===== src/rtl/ssb_pkg.sv =====
// rtl/ssb_pkg.sv - shared widths, limits, state encoding and cell-ID helper for SSB sync
package ssb_pkg;

    localparam int N_ID_1_MAX = 335;
    localparam int N_ID_MAX   = 1007;
    localparam int N_ID_1_W   = 9;
    localparam int N_ID_2_W   = 2;
    localparam int N_ID_W     = $clog2(N_ID_MAX + 1);

    typedef enum logic [2:0] {
        S_IDLE     = 3'd0,
        S_WAIT_SYM = 3'd1,
        S_SKIP     = 3'd2,
        S_CAPTURE  = 3'd3,
        S_WAIT_DET = 3'd4
    } ssb_state_e;

    // N_id = 3*N_id_1 + N_id_2, widened first so 3*335+2 cannot wrap
    function automatic logic [N_ID_W-1:0] calc_n_id(
        input logic [N_ID_1_W-1:0] n_id_1,
        input logic [N_ID_2_W-1:0] n_id_2
    );
        return ({1'b0, n_id_1} * 10'd3) + {8'b0, n_id_2};
    endfunction

endpackage


===== src/rtl/ssb_watchdog.sv =====
// rtl/ssb_watchdog.sv - cycle counter with clear and expire strobe for the SSB sync waits
module ssb_watchdog #(
    parameter int TIMEOUT_CYCLES = 65535
) (
    input  logic clk_i,
    input  logic reset_i,
    input  logic en_i,
    input  logic clr_i,
    output logic expire_o
);

    localparam int CW = $clog2(TIMEOUT_CYCLES + 1);
    localparam logic [CW-1:0] LAST = CW'(TIMEOUT_CYCLES - 1);

    logic [CW-1:0] count;

    // The clear cycle is the first cycle in the state, so it already counts as one
    always_ff @(posedge clk_i or posedge reset_i) begin
        if (reset_i) begin
            count <= '0;
        end else if (clr_i || !en_i) begin
            count <= en_i ? CW'(1) : '0;
        end else if (count != LAST) begin
            count <= count + CW'(1);
        end
    end

    assign expire_o = en_i && !clr_i && (count == LAST);

endmodule


===== src/rtl/ssb_sync_ctrl.sv =====
// rtl/ssb_sync_ctrl.sv - SSB acquisition sequencer (PSS -> SSS gating -> cell ID); option SSB_SYNC_WATCHDOG_EN
module ssb_sync_ctrl
    import ssb_pkg::*;
#(
    parameter int SSS_START      = 64,
    parameter int SSS_LEN        = 127,
    parameter int TIMEOUT_CYCLES = 65535
) (
    input  logic                clk_i,
    input  logic                reset_i,
    input  logic                peak_detected_i,
    input  logic [N_ID_2_W-1:0] N_id_2_i,
    input  logic                SSS_start_i,
    input  logic                SSS_valid_i,
    input  logic                SSS_bit_i,
    input  logic [N_ID_1_W-1:0] det_N_id_1_i,
    input  logic                det_valid_i,
    output logic [N_ID_2_W-1:0] N_id_2_o,
    output logic                N_id_2_valid_o,
    output logic                SSS_bit_o,
    output logic                SSS_bit_valid_o,
    output logic [N_ID_W-1:0]   N_id_o,
    output logic                N_id_valid_o,
    output logic                locked_o,
    output logic                error_o,
    output logic [2:0]          state_o
);

    localparam logic [2:0] IDLE     = S_IDLE;
    localparam logic [2:0] WAIT_SYM = S_WAIT_SYM;
    localparam logic [2:0] SKIP     = S_SKIP;
    localparam logic [2:0] CAPTURE  = S_CAPTURE;
    localparam logic [2:0] WAIT_DET = S_WAIT_DET;

    localparam logic [7:0] SKIP_LAST = 8'(SSS_START - 1);
    localparam logic [7:0] CAP_LAST  = 8'(SSS_LEN - 1);

    logic [2:0] state;
    logic [7:0] cnt;
    logic       timeout;

`ifdef SSB_SYNC_WATCHDOG_EN
    logic [2:0] state_d1;
    logic       wd_en;
    logic       wd_clr;

    always_ff @(posedge clk_i or posedge reset_i) begin
        if (reset_i) begin
            state_d1 <= IDLE;
        end else begin
            state_d1 <= state;
        end
    end

    assign wd_en  = (state == WAIT_SYM) || (state == WAIT_DET);
    assign wd_clr = (state != state_d1);

    ssb_watchdog #(
        .TIMEOUT_CYCLES(TIMEOUT_CYCLES)
    ) u_watchdog (
        .clk_i    (clk_i),
        .reset_i  (reset_i),
        .en_i     (wd_en),
        .clr_i    (wd_clr),
        .expire_o (timeout)
    );
`else
    assign timeout = (TIMEOUT_CYCLES < 0);
`endif

    always_ff @(posedge clk_i or posedge reset_i) begin
        if (reset_i) begin
            state           <= IDLE;
            cnt             <= '0;
            N_id_2_o        <= '0;
            N_id_2_valid_o  <= 1'b0;
            SSS_bit_o       <= 1'b0;
            SSS_bit_valid_o <= 1'b0;
            N_id_o          <= '0;
            N_id_valid_o    <= 1'b0;
            locked_o        <= 1'b0;
            error_o         <= 1'b0;
        end else begin
            N_id_2_valid_o  <= 1'b0;
            SSS_bit_valid_o <= 1'b0;
            N_id_valid_o    <= 1'b0;
            error_o         <= 1'b0;

            case (state)
                IDLE: begin
                    if (peak_detected_i) begin
                        N_id_2_o       <= N_id_2_i;
                        N_id_2_valid_o <= 1'b1;
                        state          <= WAIT_SYM;
                    end
                end

                WAIT_SYM: begin
                    if (timeout) begin
                        error_o  <= 1'b1;
                        locked_o <= 1'b0;
                        state    <= IDLE;
                    end else if (SSS_start_i) begin
                        cnt   <= '0;
                        state <= SKIP;
                    end else if (peak_detected_i) begin
                        N_id_2_o       <= N_id_2_i;
                        N_id_2_valid_o <= 1'b1;
                    end
                end

                SKIP: begin
                    if (SSS_start_i) begin
                        error_o        <= 1'b1;
                        N_id_2_valid_o <= 1'b1;
                        cnt            <= '0;
                    end else if (SSS_valid_i) begin
                        if (cnt == SKIP_LAST) begin
                            cnt   <= '0;
                            state <= CAPTURE;
                        end else begin
                            cnt <= cnt + 8'd1;
                        end
                    end
                end

                CAPTURE: begin
                    // A new symbol start aborts this one and re-arms the detector
                    if (SSS_start_i) begin
                        error_o        <= 1'b1;
                        N_id_2_valid_o <= 1'b1;
                        cnt            <= '0;
                        state          <= SKIP;
                    end else if (SSS_valid_i) begin
                        SSS_bit_o       <= SSS_bit_i;
                        SSS_bit_valid_o <= 1'b1;
                        if (cnt == CAP_LAST) begin
                            cnt   <= '0;
                            state <= WAIT_DET;
                        end else begin
                            cnt <= cnt + 8'd1;
                        end
                    end
                end

                WAIT_DET: begin
                    if (timeout) begin
                        error_o  <= 1'b1;
                        locked_o <= 1'b0;
                        state    <= IDLE;
                    end else if (det_valid_i) begin
                        if (det_N_id_1_i <= N_ID_1_W'(N_ID_1_MAX)) begin
                            N_id_o       <= calc_n_id(det_N_id_1_i, N_id_2_o);
                            N_id_valid_o <= 1'b1;
                            locked_o     <= 1'b1;
                            state        <= WAIT_SYM;
                        end else begin
                            error_o  <= 1'b1;
                            locked_o <= 1'b0;
                            state    <= IDLE;
                        end
                    end
                end

                default: begin
                    state <= IDLE;
                end
            endcase
        end
    end

    assign state_o = state;

endmodule


===== config.mk =====
export PLATFORM = sky130hd
export DESIGN_NAME = ssb_sync_ctrl
export DESIGN_NICKNAME = d
export VERILOG_FILES = /design/src/rtl/ssb_pkg.sv /design/src/rtl/ssb_watchdog.sv /design/src/rtl/ssb_sync_ctrl.sv
export SDC_FILE = /design/constraint.sdc
export NUM_CORES = 1
export LEC_CHECK = 0
export ABC_AREA = 1
export CORE_ASPECT_RATIO = 2
export CORE_MARGIN = 3
export CORE_UTILIZATION = 45
export CTS_BUF_LIST = sky130_fd_sc_hd__clkbuf_4 sky130_fd_sc_hd__clkbuf_8 sky130_fd_sc_hd__clkbuf_16
export CTS_CLUSTER_DIAMETER = 60
export DETAILED_ROUTE_END_ITERATION = 10
export GPL_TIMING_DRIVEN = 0
export PLACE_DENSITY = 0.77
export SYNTH_ARGS = -nofsm -noshare
export SYNTH_HDL_FRONTEND = slang
export SYNTH_SLANG_ARGS = --single-unit

===== constraint.sdc =====
create_clock -name clk_i -period 2.7 [get_ports clk_i]
set_clock_uncertainty 0.1 [all_clocks]
set_input_delay 0.54 -clock clk_i [delete_from_list [all_inputs] [get_ports clk_i]]
set_output_delay 0.54 -clock clk_i [all_outputs]
set_load 0.005 [all_outputs]

==> metrics.csv, run 1 <==
metric,value,unit
status,"complete, no violations",
DR vias,2032,
via/cell ratio,5.055,
ranking of synthesized cells by area,"dfrtp_1 33%, nand2_1 17%, ha_1 14%, inv_1 8.3%, nand3_1 4.1%",
Synth Area in Compound Gates,5.684,%
Power Density,799.1,nW/um^2
peak supply drop,0.5040,mV
worst setup path category,primary input to register,
CP Depth,12,
Mapped Nets,345,
crit-path max cell delay,580,ps
Worst Hold Depth,2,
"Reg clk slew, reported paths",70,ps
area delta synth->final,24.31,%
number of diodes,0,
synthesized instance count,301,
max_cap viols,0,
hold crit path type,register to register,
CTS buffer count,5,
Switching Share,39.51,%
gpl congestion,0.9411,
Slew headroom,26.61,%
"commonest non-fill, non-tap cells in the layout","100 x nand2_1, 49 x inv_1, 36 x clkdlybuf4s50_1",
Setup Viol. Count Final,0,
vias in the first global route,2035,
Net Sw Power,872.7,uW
# rows,35,
Max clock buf depth,2,
crit path max fanout,4,
post-CTS setup buffer count,0,
critical path arrival,2600,ps
die area,5872,sq um
antenna violations before repair,0,
drt pass-1 iters,4,
H-tree levels,2,
largest net degree at the start of global routing,30,
post-layout instance area,2764,sq um
"Slowest-stage cell, CP",fa_1,
CP Buf/Inv Count,2,
mux cell area share after synthesis,1.013,%
per-cell routed wire length,12.40,um
critical path startpoint category,primary input,
Synth Area in XOR/XNOR,1.182,%
Syn Area/Cell,7.387,sq um
Total GRT Usage,18.57,%
dpl hpwl,4.051,mm
Routed Wire Length,4.986,mm
register area share after synthesis,32.64,%
"CP delay by family, top",adder cells,
synthesized flop and latch total,29,
post-synthesis adder-cell area fraction,15.31,%
max layer used,met4,
WL met2,2.907,mm
# nets final,390,
worst skew pair latency,280,ps
fraction of final layout cells sized beyond drive strength 1,11.53,%
Final Hold Viols,0,
top_reg_cell synth,dfrtp_1,
Critical Path End Type,register,
Initial Util,47.45,%
Slew @ Worst Pin,1100,ps
met1 WL,1.736,mm
Max Slew Vio Count,0,
Total Power,2209,uW
Mapped Area,2223,sq um
Layout Cells excl Fill,402,
DR iter-0 viols,26,
fin crit share,93.79,%
Core Area,4686,sq um
met3 wire len,140,um
power share of the sequential group,31.1,%
CTS Hold Bufs,0,
top cell type by total area after synthesis,dfrtp_1,
global-route wire length before repair,8.714,mm
Ys Warns,0,
post-layout minimum cycle time,2532,ps
gr ovfl total,0,
number of remaining DRC errors,0,
internal cell power,1336,uW
fmax,0.3949,GHz
Crit path top cell by count,nand2_1,
CTS root buf,clkbuf_8,
Yosys top cell area share,32.64,%
worst path cell trace,dlygate4sd2_1 -> fa_1 -> ha_2 -> inv_1 -> fa_2 -> nand3b_1 -> nand2_2 -> nand2_1 -> nand3_1 -> nand2_1 -> nand2_1 -> nand2_1,
CP required,2770,ps
placed cell count,394,
"EDFF count, synth",0,
post-synthesis simple-gate area fraction,33.54,%
RSZ-0062 raised after global routing,no,
"FFs w/ async S/R, synth",100.0,%
Comb power frac,52.7,%
Worst R2R Path Depth,11,
largest family of logic cells by synthesized area,simple AND/OR/NAND/NOR gates,
"most common cell after layout, fill and taps aside",nand2_1,
CTS tree,yes,
# clock sinks,29,
placed inst area,2673,sq um
hold_ws,377.4,ps
die height,105.4,um
IO Port Bufs,38,
share of total power in the clock network,16.2,%
Post-DRT Antenna Nets,0,
leak pwr,0.001477,uW
num ports,39,
Die W,55.71,um
Netlist cell types,26,
==> power groups by stage <==
stage	Clock (uW)	Sequential [uW]	Combinational, uW
3_5_place_dp	0	697	1160
2_1_floorplan	0	688	689
6_report	358	687	1160
3_3_place_gp	0	692	1130
5_1_grt	380	712	1300
4_1_cts	361	690	1170
==> final cells by class <==
class / instances / area [sq um]
fillers: 456 / 1922
multi-input cells: 217 / 1269
flip-flops and latches: 29 / 725.7
repair buffers: 38 / 377.9
inverters: 51 / 191.4
clock buffers: 6 / 76.32
well taps: 55 / 68.82
plain buffers: 4 / 45.04
clock inverters: 2 / 10.01
==> timing repair <==
action | in CTS | in global routing
gates resized for setup | 3 | 2
pin swaps | 0 | 0
gates cloned | 0 | 0
endpoints found under the setup margin | 3 | 2
==> final timing paths <==
path / end / start / slack (ps)
setup reg to reg: N_id_o[7] / N_id_2_o[1] / 370
hold reg to reg: N_id_o[0] / N_id_o[0] / 380
hold / removal: N_id_o[0] / N_id_o[0] / 380
max in group asynchronous: cnt[6] / reset_i / 1100
setup / recovery: N_id_o[7] / det_N_id_1_i[0] / 170
min in group asynchronous: SSS_bit_valid_o / reset_i / 740
==> registers in the layout, indices dropped and copies added (netlist names) <==
register         cells
N_id_o              10
N_id_valid_o         1
error_o              1
N_id_2_valid_o       1
SSS_bit_o            1
state_o              3
locked_o             1
N_id_2_o             2
cnt                  8
SSS_bit_valid_o      1
==> layer usage <==
metal,GRT usage (%),vias up
met5,0,-
met4,11.13,0
met3,1.716,13
met2,36.27,50
met1,17.88,942
li1,-,1027
==> stage by stage <==
stage	setup slack, ps	setup TNS [ps]	util (%)
global route	1.267	0	58.99
floorplan	286.9	0	-
global placement	-399.6	-1168	57.04
detailed placement	-468.0	-1469	57.04
CTS	94.04	0	58.88
finish	167.6	0	58.99
==> worst reg2reg max path: cells and delay by family (launching register included) <==
kind / cells / cell delay [ps]
DFF: 1 / 410
adders and majority gates: 3 / 1070
and+or+nand+nor: 7 / 590
buffers and inverters: 1 / 50
==> Yosys cell counts (2+ instances only) <==
library cell / number
nand3b_1: 2
xnor2_1: 2
inv_2: 2
o21ai_2: 3
nand2_1: 101
a21oi_1: 6
nand2_2: 4
nor2_1: 17
nor2_2: 6
nand3_1: 18
mux2_2: 2
buf_6: 4
ha_1: 24
inv_1: 49
nand4_1: 9
dfrtp_1: 29
o21ai_1: 5
fa_1: 2
nor2_4: 3
nand3_2: 3
o21ai_0: 5
==> logic make-up (layout without fill, tap and decap cells) <==
family | count (synthesis) | in the layout
simple gates | 165 | 165
compound gates | 21 | 21
buf+inv | 55 | 101
flops | 29 | 29
xor+xnor | 3 | 3
mux | 2 | 2
fa+ha+maj | 26 | 26
Power figures use the tool's default switching activity.
==> inputs of run 2 (changes only) <==
- CORE_UTILIZATION: 45 -> 32
- PLACE_DENSITY: 0.77 -> 0.6
- SKIP_LAST_GASP: not set -> 1
==> run 2 against run 1 <==
  * Setup slack improved by 38 ps
  * Die area rose by 37%
  * Largest cell class unchanged
  * Register-to-register slack barely moved
  * Fmax rose by 1.5%
==> metrics.csv, run 2 (synthesis results as in run 1) <==
metric,value,unit,change
die height,123.9,um,was 105.4 um
Slew headroom,25.17,%,was 26.61%
Total GRT Usage,14.95,%,was 18.57%
status,"complete, no violations",,unchanged
Post-DRT Antenna Nets,0,,unchanged
# rows,42,,was 35
Max Slew Vio Count,0,,unchanged
RSZ-0062 raised after global routing,no,,unchanged
IO Port Bufs,38,,unchanged
Core Area,6674,sq um,was 4686 sq um
CTS root buf,clkbuf_16,,was clkbuf_8
"Reg clk slew, reported paths",50,ps,was 70 ps
max_cap viols,0,,unchanged
fin crit share,92.40,%,was 93.79%
Net Sw Power,899.7,uW,was 872.7 uW
worst path cell trace,dlygate4sd2_1 -> fa_1 -> ha_1 -> inv_1 -> fa_2 -> nand3b_1 -> nand2_2 -> nand2_1 -> nand3_1 -> nand2_1 -> nand2_1 -> nand2_1,,was dlygate4sd2_1 -> fa_1 -> ha_2 -> inv_1 -> fa_2 -> nand3b_1 -> nand2_2 -> nand2_1 -> nand3_1 -> nand2_1 -> nand2_1 -> nand2_1
area delta synth->final,29.09,%,was 24.31%
crit path max fanout,3,,was 4
"commonest non-fill, non-tap cells in the layout","100 x nand2_1, 49 x inv_1, 36 x clkdlybuf4s50_1",,unchanged
Slew @ Worst Pin,1121,ps,was 1100 ps
worst setup path category,primary input to register,,unchanged
"CP delay by family, top",adder cells,,unchanged
Max clock buf depth,2,,unchanged
CTS tree,yes,,unchanged
power share of the sequential group,28.4,%,was 31.1%
# clock sinks,29,,unchanged
Setup Viol. Count Final,0,,unchanged
leak pwr,0.001509,uW,was 0.001477 uW
max reg flops,10,,unchanged
num ports,39,,unchanged
Fillers,716,,was 456
worst skew pair latency,270,ps,was 280 ps
Critical Path End Type,register,,unchanged
vias in the first global route,2071,,was 2035
largest net degree at the start of global routing,30,,unchanged
fraction of final layout cells sized beyond drive strength 1,11.53,%,unchanged
peak supply drop,0.2673,mV,was 0.5040 mV
number of remaining DRC errors,0,,unchanged
critical path arrival,2560,ps,was 2600 ps
Power Density,848.5,nW/um^2,was 799.1 nW/um^2
CTS Hold Bufs,0,,unchanged
fmax,0.4009,GHz,was 0.3949 GHz
die area,8045,sq um,was 5872 sq um
# nets final,390,,unchanged
number of diodes,0,,unchanged
"Slowest-stage cell, CP",fa_1,,unchanged
final core utilization,43.01,%,was 58.99%
DR vias,2018,,was 2032
H-tree levels,2,,unchanged
via/cell ratio,4.639,,was 5.055
gpl congestion,0.8454,,was 0.9411
Routed Wire Length,5.345,mm,was 4.986 mm
CP Buf/Inv Count,2,,unchanged
Reg with most FFs,N_id_o,,unchanged
"most common cell after layout, fill and taps aside",nand2_1,,unchanged
antenna violations before repair,0,,unchanged
fin worst setup slack,205.3,ps,was 167.6 ps
dpl hpwl,4.460,mm,was 4.051 mm
DR iter-0 viols,101,,was 26
per-cell routed wire length,12.29,um,was 12.40 um
CP required,2770,ps,about the same
hold_ws,379.8,ps,was 377.4 ps
Crit path top cell by count,nand2_1,,unchanged
dpl ws,-492.3,ps,was -468.0 ps
hold crit path type,register to register,,unchanged
Comb power frac,47.7,%,was 52.7%
share of total power in the clock network,23.9,%,was 16.2%
internal cell power,1536,uW,was 1336 uW
CTS buffer count,5,,unchanged
Final Hold Viols,0,,unchanged
Die W,64.94,um,was 55.71 um
Switching Share,36.94,%,was 39.51%
post-layout minimum cycle time,2495,ps,was 2532 ps
Initial Util,33.31,%,was 47.45%
critical path startpoint category,primary input,,unchanged
global-route wire length before repair,9.246,mm,was 8.714 mm
drt pass-1 iters,4,,unchanged
gr ovfl total,0,,unchanged
crit-path max cell delay,530,ps,was 580 ps
[run 2: cell types whose count changed in the layout (fill, tap and decap cells not counted), sizes merged]
cell,before,now
clkbuf,6,8
clkinv,2,1
dlygate4sd2,2,1
[run 2: path summary, 6_finish.rpt]
check | from | endpoint | slack [ps] | cells after the start
max | det_N_id_1_i[1] | N_id_o[7] | 210 | 12
min | N_id_o[1] | N_id_o[1] | 380 | 2
max reg2reg | N_id_2_o[1] | N_id_o[7] | 370 | 11
min reg2reg | N_id_o[1] | N_id_o[1] | 380 | 2
max in group asynchronous | reset_i | cnt[2] | 1060 | 2
min in group asynchronous | reset_i | cnt[7] | 760 | 2
[run 2: power groups by stage]
stage               clock [uW]  sequential, uW  combinational, uW
global placement             0             704               1160
finish                     582             692               1160
CTS                        592             696               1180
floorplan                    0             688                689
detailed placement           0             701               1180
global route               614             709               1310
[run 2: cell type report]
cell class              instances  area (sq um)  share of cell area [%]
inverters                      51         191.4                   6.670
well taps                      88         110.1                   3.836
clock buffers                   7         152.6                   5.318
repair buffers                 38         374.1                   13.03
flip-flops and latches         29         725.7                   25.28
plain buffers                   4         45.04                   1.569
multi-input cells             217          1266                   44.11
clock inverters                 1         5.005                  0.1744
[run 2: worst reg2reg max path: stages, from the launching register on]
cell and delay, ps:
dfrtp_1 410, fa_1 510, ha_1 200, inv_1 70, fa_2 350, nand3b_1 180, nand2_2 110, nand2_1 70
nand3_1 70, nand2_1 50, nand2_1 60, nand2_1 50
[run 2: per-layer routing]
layer	track usage (%)	routed length (um)	vias to the layer above
li1	-	-	1026
met1	13.48	1812	933
met2	29.89	3159	43
met3	2.347	146	16
met4	8.874	227	0
met5	0	0	-
[run 2: stage by stage]
stage	std cells	TNS, ps	total power (uW)	cell area [sq um]
finish	435	0	2435	2870
global route	435	0	2629	2870
CTS	435	0	2469	2872
detailed placement	427	-1514	1879	2714
global placement	427	-1364	1863	2714
floorplan	301	0	1377	2223
[run 2: timing repair]
| action | CTS | global route |
|---|---|---|
| setup buffers | 0 | 0 |
| endpoints found under the hold margin | 0 | 0 |
| pin swaps | 0 | 1 |
| gates resized for setup | 3 | 3 |
| endpoints found under the setup margin | 3 | 2 |
